### src/rtl/cast_pkg.sv
// Shared port indices and arbitration helpers for the cast VC buffered router.
package cast_pkg;

    localparam int P_LOCAL = 0;
    localparam int P_WEST  = 1;
    localparam int P_EAST  = 2;
    localparam int P_NORTH = 3;
    localparam int P_SOUTH = 4;

    // Helpers work on a fixed-width vector; callers zero-extend narrower masks.
    localparam int MAX_REQ = 64;

    function automatic int unsigned onehot2idx(input logic [MAX_REQ-1:0] oh);
        int unsigned idx;
        logic        found;
        idx   = 0;
        found = 1'b0;
        for (int unsigned i = 0; i < MAX_REQ; i++) begin
            if (oh[i] && !found) begin
                idx   = i;
                found = 1'b1;
            end
        end
        return idx;
    endfunction

    // First set bit of mask at or after ptr, wrapping within the lowest n bits.
    function automatic logic [MAX_REQ-1:0] rr_pick(input logic [MAX_REQ-1:0] mask,
                                                   input int unsigned       ptr,
                                                   input int unsigned       n);
        logic [MAX_REQ-1:0] pick;
        logic               found;
        int unsigned        idx;
        pick  = '0;
        found = 1'b0;
        for (int unsigned i = 0; i < MAX_REQ; i++) begin
            if (i < n) begin
                idx = ptr + i;
                if (idx >= n) idx = idx - n;
                if (!found && mask[idx]) begin
                    pick[idx] = 1'b1;
                    found     = 1'b1;
                end
            end
        end
        return pick;
    endfunction

endpackage

### src/rtl/cast_vc_fifo.sv
// Per-(port,VC) flit FIFO; pointers carry one extra wrap bit to tell full from empty.
module cast_vc_fifo #(
    parameter int DW    = 32,
    parameter int DEPTH = 4
) (
    input  logic          clk,
    input  logic          rst,
    input  logic          push,
    input  logic          pop,
    input  logic [DW-1:0] din,
    output logic [DW-1:0] dout,
    output logic          full,
    output logic          empty
);
    localparam int AW = $clog2(DEPTH);

    logic [AW:0]   wr_ptr;
    logic [AW:0]   rd_ptr;
    logic [DW-1:0] mem [DEPTH];
    logic          do_push;
    logic          do_pop;

    assign full    = (wr_ptr[AW] != rd_ptr[AW]) && (wr_ptr[AW-1:0] == rd_ptr[AW-1:0]);
    assign empty   = (wr_ptr == rd_ptr);
    assign do_pop  = pop && !empty;
    // A pop in the same cycle frees the slot, so a full FIFO still accepts.
    assign do_push = push && (!full || do_pop);
    assign dout    = mem[rd_ptr[AW-1:0]];

    always_ff @(posedge clk or posedge rst) begin
        if (rst) begin
            wr_ptr <= '0;
            rd_ptr <= '0;
        end else begin
            if (do_push) wr_ptr <= wr_ptr + 1'b1;
            if (do_pop)  rd_ptr <= rd_ptr + 1'b1;
        end
    end

    always_ff @(posedge clk) begin
        if (do_push) mem[wr_ptr[AW-1:0]] <= din;
    end

endmodule

### src/rtl/cast_vc_buffered_router.sv
// Buffered multicast mesh router: per-(port,VC) FIFOs feed per-output round-robin
// register stages; a multicast head leaves each branch independently before popping.
module cast_vc_buffered_router
    import cast_pkg::*;
#(
    parameter int PN    = 5,
    parameter int VN    = 2,
    parameter int DW    = 32,
    parameter int DEPTH = 4,
    parameter bit [PN-1:0][VN-1:0][PN-1:0] RT = '0
) (
    input  logic             clk,
    input  logic             rst,
    input  logic [PN*VN-1:0] vc_i,
    input  logic [PN*DW-1:0] data_i,
    input  logic [PN-1:0]    valid_i,
    output logic [PN-1:0]    ready_o,
    output logic [PN*VN-1:0] vc_o,
    output logic [PN*DW-1:0] data_o,
    output logic [PN-1:0]    valid_o,
    input  logic [PN-1:0]    ready_i,
    output logic             err_o
);
    localparam int NR = PN * VN;
    localparam int PW = (NR > 1) ? $clog2(NR) : 1;

    logic [NR-1:0]          fifo_push;
    logic [NR-1:0]          fifo_pop;
    logic [NR-1:0]          fifo_full;
    logic [NR-1:0]          fifo_empty;
    logic [DW-1:0]          head_data [NR];
    logic [PN-1:0]          bad_vc;

    logic [NR-1:0][PN-1:0]  sent_q;
    logic [NR-1:0][PN-1:0]  sent_d;
    logic [NR-1:0][PN-1:0]  served;
    logic [NR-1:0][PN-1:0]  grant_by_req;
    logic [PN-1:0][NR-1:0]  req;
    logic [PN-1:0][NR-1:0]  grant;
    logic [PN-1:0]          load;
    logic [PN-1:0][PW-1:0]  rr_ptr;
    logic [PN-1:0][PW-1:0]  next_ptr;
    logic [PN-1:0][DW-1:0]  win_data;
    logic [PN-1:0][VN-1:0]  win_vc;
    logic [PN-1:0][DW-1:0]  data_q;
    logic [PN-1:0][VN-1:0]  vc_q;
    logic [PN-1:0]          valid_q;
    logic                   err_q;

    // A non-one-hot tag is always accepted so the flit can be dropped.
    for (genvar p = 0; p < PN; p++) begin : g_in
        logic [VN-1:0] vc;
        logic          vc_ok;
        assign vc                    = vc_i[p*VN +: VN];
        assign vc_ok                 = $onehot(vc);
        assign bad_vc[p]             = valid_i[p] && !vc_ok;
        assign ready_o[p]            = !vc_ok || !(|(vc & fifo_full[p*VN +: VN]));
        assign fifo_push[p*VN +: VN] = (valid_i[p] && vc_ok) ? (vc & ~fifo_full[p*VN +: VN]) : '0;
    end

    for (genvar r = 0; r < NR; r++) begin : g_fifo
        cast_vc_fifo #(.DW(DW), .DEPTH(DEPTH)) u_fifo (
            .clk   (clk),
            .rst   (rst),
            .push  (fifo_push[r]),
            .pop   (fifo_pop[r]),
            .din   (data_i[(r/VN)*DW +: DW]),
            .dout  (head_data[r]),
            .full  (fifo_full[r]),
            .empty (fifo_empty[r])
        );
    end

    always_comb begin
        req = '0;
        for (int o = 0; o < PN; o++) begin
            for (int r = 0; r < NR; r++) begin
                req[o][r] = !fifo_empty[r] && RT[r/VN][r%VN][o] && !sent_q[r][o];
            end
        end
    end

    always_comb begin
        int unsigned widx;
        widx         = 0;
        load         = '0;
        grant        = '0;
        next_ptr     = rr_ptr;
        win_data     = '0;
        win_vc       = '0;
        grant_by_req = '0;
        for (int o = 0; o < PN; o++) begin
            load[o] = !valid_q[o] || ready_i[o];
            if (load[o]) begin
                grant[o] = NR'(rr_pick(MAX_REQ'(req[o]), 32'(rr_ptr[o]), NR));
            end
            widx        = onehot2idx(MAX_REQ'(grant[o]));
            next_ptr[o] = (widx + 1 >= NR) ? '0 : PW'(widx + 1);
            for (int r = 0; r < NR; r++) begin
                if (grant[o][r]) begin
                    win_data[o]        = win_data[o] | head_data[r];
                    win_vc[o][r%VN]    = 1'b1;
                    grant_by_req[r][o] = 1'b1;
                end
            end
        end
    end

    // The head pops once every routed branch has been granted, now or earlier.
    always_comb begin
        fifo_pop = '0;
        sent_d   = sent_q;
        served   = '0;
        for (int r = 0; r < NR; r++) begin
            served[r] = sent_q[r] | grant_by_req[r];
            if (!fifo_empty[r] && (served[r] == RT[r/VN][r%VN])) begin
                fifo_pop[r] = 1'b1;
                sent_d[r]   = '0;
            end else begin
                sent_d[r]   = served[r];
            end
        end
    end

    always_ff @(posedge clk or posedge rst) begin
        if (rst) begin
            sent_q  <= '0;
            rr_ptr  <= '0;
            valid_q <= '0;
            data_q  <= '0;
            vc_q    <= '0;
            err_q   <= 1'b0;
        end else begin
            sent_q <= sent_d;
            if (|bad_vc) err_q <= 1'b1;
            for (int o = 0; o < PN; o++) begin
                if (load[o]) begin
                    if (|grant[o]) begin
                        valid_q[o] <= 1'b1;
                        data_q[o]  <= win_data[o];
                        vc_q[o]    <= win_vc[o];
                        rr_ptr[o]  <= next_ptr[o];
                    end else begin
                        valid_q[o] <= 1'b0;
                    end
                end
            end
        end
    end

    assign data_o  = data_q;
    assign vc_o    = vc_q;
    assign valid_o = valid_q;
    assign err_o   = err_q;

endmodule
### config.mk
export PLATFORM = sky130hd
export DESIGN_NAME = cast_vc_buffered_router
export DESIGN_NICKNAME = d
export VERILOG_FILES = /design/src/rtl/cast_pkg.sv /design/src/rtl/cast_vc_fifo.sv /design/src/rtl/cast_vc_buffered_router.sv
export SDC_FILE = /design/constraint.sdc
export NUM_CORES = 1
export LEC_CHECK = 0
export ABC_AREA = 0
export CAP_MARGIN = 10
export CORE_MARGIN = 2
export CORE_UTILIZATION = 55
export CTS_BUF_LIST = sky130_fd_sc_hd__clkbuf_4 sky130_fd_sc_hd__clkbuf_8
export CTS_CLUSTER_DIAMETER = 200
export DETAILED_ROUTE_END_ITERATION = 8
export MAX_ROUTING_LAYER = met4
export PLACE_DENSITY_LB_ADDON = 0.1
export SLEW_MARGIN = 30
export SYNTH_ARGS = -nofsm -noshare
export SYNTH_HDL_FRONTEND = slang
export SYNTH_HIERARCHICAL = 1
export SYNTH_SLANG_ARGS = --single-unit
### constraint.sdc
create_clock -name clk -period 4.3 [get_ports clk]
set_clock_uncertainty 0.05 [all_clocks]
set_input_delay 0.645 -clock clk [delete_from_list [all_inputs] [get_ports clk]]
set_output_delay 0.645 -clock clk [all_outputs]
set_load 0.05 [all_outputs]
==> flow_summary.ini <==
[layout]
fill_cells = 913
fin_cells = 685
multi_input_area_um2 = 3268
area_growth_pct = -6.134
antenna_cells = 0
seqCellArea_um2 = 1526
fin_nets = 756
drive_gt1_share_pct = 12.20

[drt]
remaining_drc_errors = 0
drt-total-wl_mm = 7.816
drt-initial-drc-count = 103
via_count = 2937
drtAntennaViolNets = 0
viasPerCell = 4.288
dr.pass1.iters = 4
post_drt_wl_per_cell_um = 11.41

[global_route]
grt_use_total_pct = 14.14
grt_overflow = 0
grt_pass1_wl_mm = 12.41
antenna_found_initial = 0
grt_pass1_vias = 2669
grt_max_degree = 12

[sta]
period_minus_slack_ns = 3.141
drv_slew = 0
max_freq_mhz = 318.3
rsz0062_at_grt = no
fin_crit_sh_pct = 73.05
worst_pin_slew_ns = 0.6539
setup_viol = 0
setup_tns_ns = 0
hold_violations = 0
relSlewSlack_pct = 55.79

[clocking]
clockBufferDepth = 2
ctsResizeCount = 0
cts_buffers = 9
clock_sinks = 61
root_buffer = clkbuf_8
clk_latency_ns = 0.34
cts_setup_buffers = 0
postCtsHoldBufs = 0
path_clk_slew_ns = 0.07
ctsHtreeMaxLevel = 3
cts_tree = done

[critical_path]
start_kind = flop
cpPeakStageDelay_ns = 0.71
required_ns = 3.61
path_max_fanout = 6
cp.arrival_ns = 2.45
cpMaxStageDelayCell = clkdlybuf4s50_1
crit_type = flop to output port
critPathCaptureType = output port
cp_cell_sequence = xor2_4 -> nor3_1 -> nor3b_1 -> a31oi_1 -> clkdlybuf4s50_1

[floorplan]
dieWidth_um = 107.7
coreArea_um2 = 10370
num_rows = 37
die_area_um2 = 11600
fp.dieH_um = 107.7
ios = 363
initial_core_util_pct = 57.05

[pwr]
p_per_area_nw_per_um2 = 825.7
leakage_uw = 0.002474
irDropWorstVdd_uv = 365.9

[yosys]
synth_area_um2 = 5916
syn-instance-count = 552
synth_warnings = 6
syn_area_per_cell_um2 = 10.72

[placed_design]
numPortBuffers = 22
placedCellCount = 669
dpl.hpwl_mm = 6.357
place_congestion = 0.7139

[flow_run]
max-cap-violations = 0

[run_status]
status = finished, final reports clean

[hold_path]
hold_class = flop to flop
## critical path, delay by kind of cell, from the launching register on
kind | cells | cell delay, ns
DFF | 1 | 0.47
xor gates and xnor gates | 1 | 0.24
AOI/OAI and AO/OA | 1 | 0.07
buffers and inverters | 1 | 0.71
and+or+nand+nor | 2 | 0.62
## cells in the final DEF (no fill, tap or decap), drive strengths merged
master	instances
and4bb	1
nor3	20
o31ai	10
dfrtp	61
o41ai	20
conb	175
clkbuf	11
xor2	30
ha	30
xnor2	55
nor3b	5
a22oi	2
nand3	1
inv	46
clkinv	4
nor4b	5
bufinv	1
clkdlybuf4s50	22
a31oi	5
a21oi	1
nor4bb	4
o311ai	10
and2	10
mux2	20
## final timing paths
| kind | start | endpoint | slack (ns) | cells after the start |
|---|---|---|---|---|
| min | err_o | err_o | 0.46 | 2 |
| max | g_fifo[8].u_fifo/rd_ptr[0] | ready_o[4] | 1.16 | 5 |
| max in group asynchronous | rst | g_fifo[9].u_fifo/rd_ptr[2] | 3.06 | 2 |
| min reg2reg | err_o | err_o | 0.46 | 2 |
| min in group asynchronous | rst | err_o | 0.76 | 2 |
| max reg2reg | g_fifo[8].u_fifo/rd_ptr[2] | g_fifo[8].u_fifo/wr_ptr[1] | 2.01 | 5 |
## report_power, final
| group | leakage, uW | switching, uW | internal (uW) |
|---|---|---|---|
| Sequential | 0.000716 | 542 | 897 |
| Clock | 0.000106 | 226 | 286 |
| Combinational | 0.00165 | 1570 | 1060 |
## routing by layer
metal	wire length [um]	share of wire [%]	GRT usage, %	up-vias
li1	-	-	-	1404
met1	2898	37	15.30	1404
met2	4308	55	25.20	120
met3	515	6.6	4.177	9
met4	94	1.2	3.846	0
met5	0	0	-	-
## through the flow
stage	setup slack (ns)	instance area, um^2	util, %	hold WS (ns)	power, uW
finish	1.159	5553	53.55	0.4568	4585
global route	0.9681	5553	53.55	0.4957	4994
CTS	1.094	5553	53.55	0.4611	4652
detailed placement	1.284	5358	51.67	0.4399	4123
global placement	1.290	5358	51.67	0.4385	4024
floorplan	1.829	6569	-	0.3237	4062
## area by class of cell
cell class,instances,share of cell area (%)
clock inverters,5,0.9013
well taps,136,3.064
repair buffers,22,3.966
flip-flops and latches,61,27.49
clock buffers,11,2.614
multi-input cells,404,58.86
inverters,46,3.110
## registers in the layout (all words and copies together), names as in the netlist
register              cells
err_o                     1
g_fifo.u_fifo/rd_ptr     30
g_fifo.u_fifo/wr_ptr     30
Note: power is estimated with default switching activity, not from simulation.
